**src/rtl/gshare_predictor_pkg.sv**
```systemverilog
// Shared definitions for the gshare branch predictor: 2-bit counter
// encodings, the default index width and the saturating counter update.
package gshare_predictor_pkg;

  localparam int N_BITS_DEFAULT = 7;

  typedef enum logic [1:0] {
    SNT = 2'd0,
    WNT = 2'd1,
    WT  = 2'd2,
    ST  = 2'd3
  } cnt_state_e;

  // Move a 2-bit counter one step toward the observed outcome, pinning at the ends.
  function automatic logic [1:0] sat_update(input logic [1:0] cnt, input logic taken);
    logic [1:0] next_cnt;
    next_cnt = cnt;
    if (taken) begin
      if (cnt != ST) next_cnt = cnt + 2'd1;
    end else begin
      if (cnt != SNT) next_cnt = cnt - 2'd1;
    end
    return next_cnt;
  endfunction

endpackage

```
**src/rtl/gshare_predictor_if.sv**
```systemverilog
// Fetch-side predict port and execute-side train port of the gshare predictor.
// master = fetch/resolve logic driving queries and updates, slave = predictor.
interface gshare_predictor_if
  import gshare_predictor_pkg::*;
#(
  parameter int N_BITS = N_BITS_DEFAULT
);

  logic              predict_valid;
  logic [N_BITS-1:0] predict_pc;
  logic              predict_taken;
  logic [N_BITS-1:0] predict_history;

  logic              train_valid;
  logic              train_taken;
  logic              train_mispredicted;
  logic [N_BITS-1:0] train_history;
  logic [N_BITS-1:0] train_pc;

  modport master (
    output predict_valid, predict_pc,
    output train_valid, train_taken, train_mispredicted, train_history, train_pc,
    input  predict_taken, predict_history
  );

  modport slave (
    input  predict_valid, predict_pc,
    input  train_valid, train_taken, train_mispredicted, train_history, train_pc,
    output predict_taken, predict_history
  );

endinterface

```
**src/rtl/gshare_predictor_sat_counter_table.sv**
```systemverilog
// Pattern history table: 2**IDX_W two-bit saturating counters with one
// asynchronous read port (returns the counter MSB, i.e. the predicted
// direction) and one synchronous training write port.
module sat_counter_table
  import gshare_predictor_pkg::*;
#(
  parameter int         IDX_W    = N_BITS_DEFAULT,
  parameter logic [1:0] CNT_INIT = 2'b01
) (
  input  logic             clk,
  input  logic             areset_n,
  input  logic [IDX_W-1:0] rd_idx,
  output logic             rd_taken,
  input  logic             wr_en,
  input  logic [IDX_W-1:0] wr_idx,
  input  logic             wr_taken
);

  localparam int DEPTH = 2 ** IDX_W;

  logic [1:0] mem [DEPTH];

  // Reads see the pre-edge contents, so a same-cycle write is visible next cycle.
  assign rd_taken = mem[rd_idx][1];

  // Reset every counter to its initial bias; otherwise train the addressed entry.
  always_ff @(posedge clk or negedge areset_n) begin
    if (!areset_n) begin
      for (int i = 0; i < DEPTH; i++) mem[i] <= CNT_INIT;
    end else if (wr_en) begin
      mem[wr_idx] <= sat_update(mem[wr_idx], wr_taken);
    end
  end

endmodule

```
**src/rtl/gshare_predictor.sv**
```systemverilog
// gshare branch predictor: the global history register is XORed with the
// branch PC to index a table of 2-bit counters. Predictions are answered
// combinationally; training and misprediction recovery come from execute.
module gshare_predictor
  import gshare_predictor_pkg::*;
#(
  parameter int         N_BITS   = N_BITS_DEFAULT,
  parameter logic [1:0] CNT_INIT = 2'b01
) (
  input  logic                clk,
  input  logic                areset_n,
  gshare_predictor_if.slave   bus
);

  logic [N_BITS-1:0] ghr;
  logic [N_BITS-1:0] pidx;
  logic [N_BITS-1:0] tidx;
  logic              pred_taken;
  logic              recover;

  assign pidx    = bus.predict_pc ^ ghr;
  assign tidx    = bus.train_pc ^ bus.train_history;
  assign recover = bus.train_valid & bus.train_mispredicted;

  assign bus.predict_taken   = pred_taken;
  assign bus.predict_history = ghr;

  sat_counter_table #(
    .IDX_W    (N_BITS),
    .CNT_INIT (CNT_INIT)
  ) u_pht (
    .clk      (clk),
    .areset_n (areset_n),
    .rd_idx   (pidx),
    .rd_taken (pred_taken),
    .wr_en    (bus.train_valid),
    .wr_idx   (tidx),
    .wr_taken (bus.train_taken)
  );

  // Recovery rebuilds history from the checkpoint, else speculative shift-in of each prediction.
  always_ff @(posedge clk or negedge areset_n) begin
    if (!areset_n) begin
      ghr <= '0;
    end else if (recover) begin
      ghr <= {bus.train_history[N_BITS-2:0], bus.train_taken};
    end else if (bus.predict_valid) begin
      ghr <= {ghr[N_BITS-2:0], pred_taken};
    end
  end

endmodule

```
**src/flat_wrapper.sv**
```systemverilog
// flat-port wrapper written by rule: the top's interface ports become plain ports
module gshare_predictor_flat import gshare_predictor_pkg::*;
#(
  parameter int         N_BITS   = N_BITS_DEFAULT,
  parameter logic [1:0] CNT_INIT = 2'b01
)
  (clk, areset_n, bus_predict_valid, bus_predict_pc, bus_train_valid, bus_train_taken, bus_train_mispredicted, bus_train_history, bus_train_pc, bus_predict_taken, bus_predict_history);
  gshare_predictor_if #(.N_BITS(N_BITS)) bus_i ();
  input  logic clk;
  input  logic areset_n;
  input wire logic [$bits(bus_i.predict_valid)-1:0] bus_predict_valid;
  input wire logic [$bits(bus_i.predict_pc)-1:0] bus_predict_pc;
  input wire logic [$bits(bus_i.train_valid)-1:0] bus_train_valid;
  input wire logic [$bits(bus_i.train_taken)-1:0] bus_train_taken;
  input wire logic [$bits(bus_i.train_mispredicted)-1:0] bus_train_mispredicted;
  input wire logic [$bits(bus_i.train_history)-1:0] bus_train_history;
  input wire logic [$bits(bus_i.train_pc)-1:0] bus_train_pc;
  output wire logic [$bits(bus_i.predict_taken)-1:0] bus_predict_taken;
  output wire logic [$bits(bus_i.predict_history)-1:0] bus_predict_history;
  assign bus_i.predict_valid = bus_predict_valid;
  assign bus_i.predict_pc = bus_predict_pc;
  assign bus_i.train_valid = bus_train_valid;
  assign bus_i.train_taken = bus_train_taken;
  assign bus_i.train_mispredicted = bus_train_mispredicted;
  assign bus_i.train_history = bus_train_history;
  assign bus_i.train_pc = bus_train_pc;
  assign bus_predict_taken = bus_i.predict_taken;
  assign bus_predict_history = bus_i.predict_history;
  gshare_predictor #(.N_BITS(N_BITS), .CNT_INIT(CNT_INIT)) u_core (.clk(clk), .areset_n(areset_n), .bus(bus_i));
endmodule
```
**config.mk**
```make
export PLATFORM = sky130hd
export DESIGN_NAME = gshare_predictor_flat
export DESIGN_NICKNAME = d
export VERILOG_FILES = /design/src/rtl/gshare_predictor_pkg.sv /design/src/rtl/gshare_predictor_if.sv /design/src/rtl/gshare_predictor_sat_counter_table.sv /design/src/rtl/gshare_predictor.sv /design/src/flat_wrapper.sv
export SDC_FILE = /design/constraint.sdc
export NUM_CORES = 1
export LEC_CHECK = 0
export ABC_AREA = 1
export CORE_ASPECT_RATIO = 2
export CORE_UTILIZATION = 62
export CTS_CLUSTER_SIZE = 25
export DETAILED_ROUTE_END_ITERATION = 16
export PLACE_DENSITY = 0.8
export SYNTH_ARGS = -nofsm -noshare
export SYNTH_HDL_FRONTEND = slang
export SYNTH_SLANG_ARGS = --single-unit
```
**constraint.sdc**
```tcl
create_clock -name clk -period 5.57 [get_ports clk]
set_clock_uncertainty 0.05 [all_clocks]
set_input_delay 1.114 -clock clk [delete_from_list [all_inputs] [get_ports clk]]
set_output_delay 1.114 -clock clk [all_outputs]
set_load 0.01 [all_outputs]
```
# Word-level counts from Yosys, hierarchy flattened
# Index checks and enable logic that the tools add are counted.
totals:
  inputBits: 27
  reg_bits: 263
op_classes:
  bitwise: 5
  order_cmp: 3
  muxes: 15
  reduce_logical: 3
  eq_ne: 1
  add_sub_neg: 2
op_table:
  columns: ["operator", "count"]
  rows:
  - ["bitwise mux 256 bit", 1]
  - ["binary-select mux 2 bit (select 7 bit)", 2]
  - ["2-to-1 mux 2 bit", 9]
  - ["greater-or-equal comparator 8 bit, second input constant", 2]
  - ["inverter 7 -> 8 bit", 2]
  - ["demux 2 bit (select 7 bit)", 1]
  - ["2-to-1 mux 7 bit", 2]
  - ["XOR 7 bit", 2]
  - ["< comparator 8 x 1 -> 1 bit, second input constant", 1]
  - ["nonzero test 2 bit", 2]
  - ["adder 2 x 1 -> 2 bit, second input constant", 1]
  - ["!= test 2 bit, second input constant", 1]
  - ["subtractor 2 x 1 -> 2 bit, second input constant", 1]
  - ["AND 1 bit", 1]
  - ["logical AND 1 bit", 1]

# Depth between registers and ports, before layout
depth:
  ltp_word: 10
  depth_mapped: 20
  depth_no_buf: 16

# Cells and area by module
# Synthesis repeated with hierarchy kept, for this count alone.
unflattened:
  hier_cells: 2411
  hier_area_um2: 15755.1
by_module_without_submodules:
  columns: ["mod", "cells_per_inst", "instances", "area_each_um2"]
  rows:
  - ["sat_counter_table", 2335, 1, 15198.3]
  - ["gshare_predictor", 76, 1, 556.8]

# Least setup slack after synthesis
# No wires, ideal clock.
synth_timing:
  path_kind: "input to output"
  startpoint: "input port bus_predict_pc[0]"
  endpoint: "output port bus_predict_taken"
  path_slack_ps: 1831
  stages: 13
  t_arrival_ps: 2575
  required_ps: 4406
  cell_sequence: "inv_1 nand2_1 nand2_1 clkbuf_1 clkbuf_1 nand2_1 o211ai_1 o21ai_0 o211ai_1 nand3_1 nand3_1 nand3_1 and2_1"
synth_between:
  elab_chain_cells: 5
synth_rtl:
  columns: ["element", "line", "text"]
  rows:
  - ["from (decl)", "flat_wrapper.sv:12", "input wire logic [$bits(bus_i.predict_pc)-1:0] bus_predict_pc;"]
  - ["XOR 7 bit", "gshare_predictor.sv:21", "assign pidx = bus.predict_pc ^ ghr;"]
  - ["inverter 7 -> 8 bit (not written as such)", "gshare_predictor_sat_counter_table.sv:24", "assign rd_taken = mem[rd_idx][1];"]
  - ["binary-select mux 2 bit (select 7 bit)", "gshare_predictor_sat_counter_table.sv:24", null]
  - ["2-to-1 mux 2 bit (not written as such) (2 in series)", "gshare_predictor_sat_counter_table.sv:24", null]
  - ["to (decl)", "flat_wrapper.sv:18", "output wire logic [$bits(bus_i.predict_taken)-1:0] bus_predict_taken;"]
# No other way between the ends. The select of a mux whose other input is x is not followed.

# Final worst setup path
# Ends and elaborated chain as after synthesis.

==> metrics.md <==
| Metric | Value |
|---|---|
| TritonCTS clock tree | `built` |
| Final nets | `2413` |
| Critical path peak fanout | `34` |
| VDD IR max | `0.000296 V` |
| GRT Util Overall | `0.434` |
| Initial Util | `0.628` |
| Cts repair resizes | `0` |
| Status | `finished, final reports clean` |
| Sw Pwr | `2.41 mW` |
| Ys async rst share | `1.00` |
| Slew Limit Fails | `0` |
| Worst Setup SP | `bus_predict_pc[0]` |
| Synthesized flop and latch total | `263` |
| Yosys cell types | `26` |
| Clock buffer depth | `3` |
| Reg2Reg Capture Point | `u_core.u_pht.mem[13]` |
| Final hold slack | `417 ps` |
| Die H | `230 um` |
| Critical path class | `in -> out` |
| RePlAce Congestion | `0.973` |
| Die width | `116 um` |
| First-pass GRT wire length | `86.5 mm` |
| Crit. End Element | `output pin` |
| Postcts setup bufs | `0` |
| Hold_buf cts | `0` |
| Synth area leaders | `nand2_1 (22%), dfrtp_1 (21%), dfstp_2 (21%), nand3_1 (11%), inv_1 (8.8%)` |
| CTS buffer count | `25` |
| Root Driver | `clkbuf_16` |
| Pwr dens | `365 nW/um^2` |
| Initial DRC count | `1721` |
| Reg clk slew, reported paths | `70 ps` |
| Largest net degree at the start of global routing | `112` |
| Synth Cell Area | `16000 um^2` |
| I/O Pins | `35` |
| Hold Crit Class | `reg -> reg` |
| Crit share post-route | `0.895` |
| Post-synth EDFFs | `0` |
| Mapped Cells | `2398` |
| Clk network pwr share | `0.273` |
| Combinational share of power | `0.309` |
| Post-Route Setup TNS | `0 ps` |
| Die area | `26600 um^2` |
| Reg power frac | `0.418` |
| Switching Fraction | `0.376` |
| RSZ-0062 raised after global routing | `false` |
| Final setup vio count | `0` |
| Avg Cell Area, Syn | `6.69 um^2` |
| Startpoint types | `primary input` |
| Total gr overflow | `0` |
| Vias per cell | `5.91` |
| Final Instance Area | `17600 um^2` |
| FF-to-FF Start | `u_core.u_pht.mem[95]` |
| Cell-internal power | `4.01 mW` |
| Fmax | `201 MHz` |
| Post-route DRC | `0` |
| Std-Cell Rows | `83` |
| Reg2reg path depth | `15` |
| # port buffers | `34` |
| Detail Route Antenna Nets | `0` |
| Most frequent cell after synthesis | `nand2_1` |
| Synthesis Warnings | `0` |
| Post-Syn Nets | `2425` |
| Top-area cell type share of the netlist area | `0.215` |
| Post-DP HPWL | `36.3 mm` |
| Req. time, crit path | `4410 ps` |
| Layout cells sized above 1 | `0.0944` |
| Via Count | `16200` |
| Clk Latency, worst-skew pair | `550 ps` |
| Layout area overhead | `9.72%` |
| Clk sinks | `263` |
| Placed cell area | `16800 um^2` |
| Slew @ Worst Pin | `999 ps` |
| H-tree levels | `1` |
| WL/cell | `20.2 um` |
| Crit path DAT | `3820 ps` |
| End of the critical path | `bus_predict_taken` |
| Synth top cells by count | `nand2_1 (921), inv_1 (378), nand3_1 (342)` |
| Largest area contributor in the netlist | `nand2_1` |
| Post-synthesis sequential area ratio | `0.420` |
| Main synth FF type | `dfrtp_1` |
| Drt pass-1 iters | `6` |
| Final min period | `4980 ps` |
| Maxcap violations | `0` |
| Fin. Hold Viols | `0` |
| Reg-to-reg slack, setup | `2830 ps` |
| Leak pwr | `8.27 nW` |
| Post-Route WL | `55.3 mm` |
| Ant. Diodes | `0` |
| Core ar. | `25500 um^2` |
| Number of global-route vias before repair | `15900` |
| Rel. slew slack | `0.333` |
| Initial antenna violation count | `1` |
[how the worst min path moves through the flow]
| stage | startpoint | endpoint | slack [ps] | cells after the start |
|---|---|---|---|---|
| 2_1_floorplan | u_core.u_pht.mem[2] | u_core.u_pht.mem[2] | 390 | 2 |
| 3_3_place_gp | u_core.u_pht.mem[248] | u_core.u_pht.mem[248] | 400 | 2 |
| 3_5_place_dp | u_core.u_pht.mem[226] | u_core.u_pht.mem[226] | 410 | 2 |
| 4_1_cts | u_core.u_pht.mem[226] | u_core.u_pht.mem[226] | 420 | 2 |
| 5_1_grt | u_core.u_pht.mem[0] | u_core.u_pht.mem[0] | 430 | 2 |
| 6_report | u_core.u_pht.mem[0] | u_core.u_pht.mem[0] | 420 | 2 |
[power by group through the flow]
stage                     Sequential, mW  Clock (mW)  Combinational (mW)
after floorplan                     2.59           0                1.34
after global placement              2.68           0                1.89
after detailed placement            2.69           0                1.93
after CTS                           2.66        1.75                1.94
after global routing                2.71        1.83                2.16
final                               2.68        1.75                1.99
[final cells by class]
| cell class | instances | area, um^2 |
|---|---|---|
| flip-flops and latches | 263 | 6740 |
| inverters | 385 | 1450 |
| fillers | 2281 | 7940 |
| well taps | 340 | 425 |
| clock inverters | 6 | 62.6 |
| clock buffers | 39 | 748 |
| repair buffers | 82 | 856 |
| multi-input cells | 1629 | 7330 |
[metal layers]
layer  GRT usage  part of all wire  up-vias  wire length (um)
met5           0                 0        -                 0
met4       0.361             0.097        0              5380
met3      0.0791             0.089      303              4940
met2       0.666              0.46      908             25300
met1       0.519              0.36     7593             19700
li1            -                 -     7423                 -
[cell usage in the layout (no fill, tap or decap), types with 33 or more instances in the layout]
cell type and instances:
nor2_1 138, dfstp_2 128, o211ai_1 122, dfrtp_1 135
inv_1 378, buf_4 36, nand3_1 341, clkdlybuf4s50_1 33
nor3_1 52, nand2_1 916
[critical path, stage by stage]
cell,delay [ps]
clkdlybuf4s50_1,480
nand2_1,90
nand2_4,300
inv_1,290
o21ai_0,200
o21ai_0,90
o211ai_1,240
nand3_1,110
nand3_1,100
nand3_1,110
and2_1,200
clkdlybuf4s50_1,480
[registers in the layout (all words and copies together) (netlist names)]
signal                      cells
u_core.bus.predict_history      7
u_core.u_pht.mem              256
[through the flow]
stage	util	setup slack, ps	instances	total power [mW]
global placement	0.658	658	2699	4.58
global route	0.689	410	2744	6.70
CTS	0.689	642	2744	6.36
floorplan	-	1830	2398	3.93
finish	0.689	587	2744	6.42
detailed placement	0.658	650	2699	4.62
[cell families (layout without fill, tap and decap cells)]
| group | after synthesis | after routing | share of synthesized area |
|---|---|---|---|
| and+or+nand+nor | 1457 | 1457 | 0.372 |
| buffers and inverters | 506 | 512 | 0.129 |
| DFF | 263 | 263 | 0.420 |
| AOI/OAI and AO/OA | 159 | 159 | 0.0702 |
| xor gates and xnor gates | 13 | 13 | 0.00803 |
No activity file was read; power rests on OpenSTA's default activity.
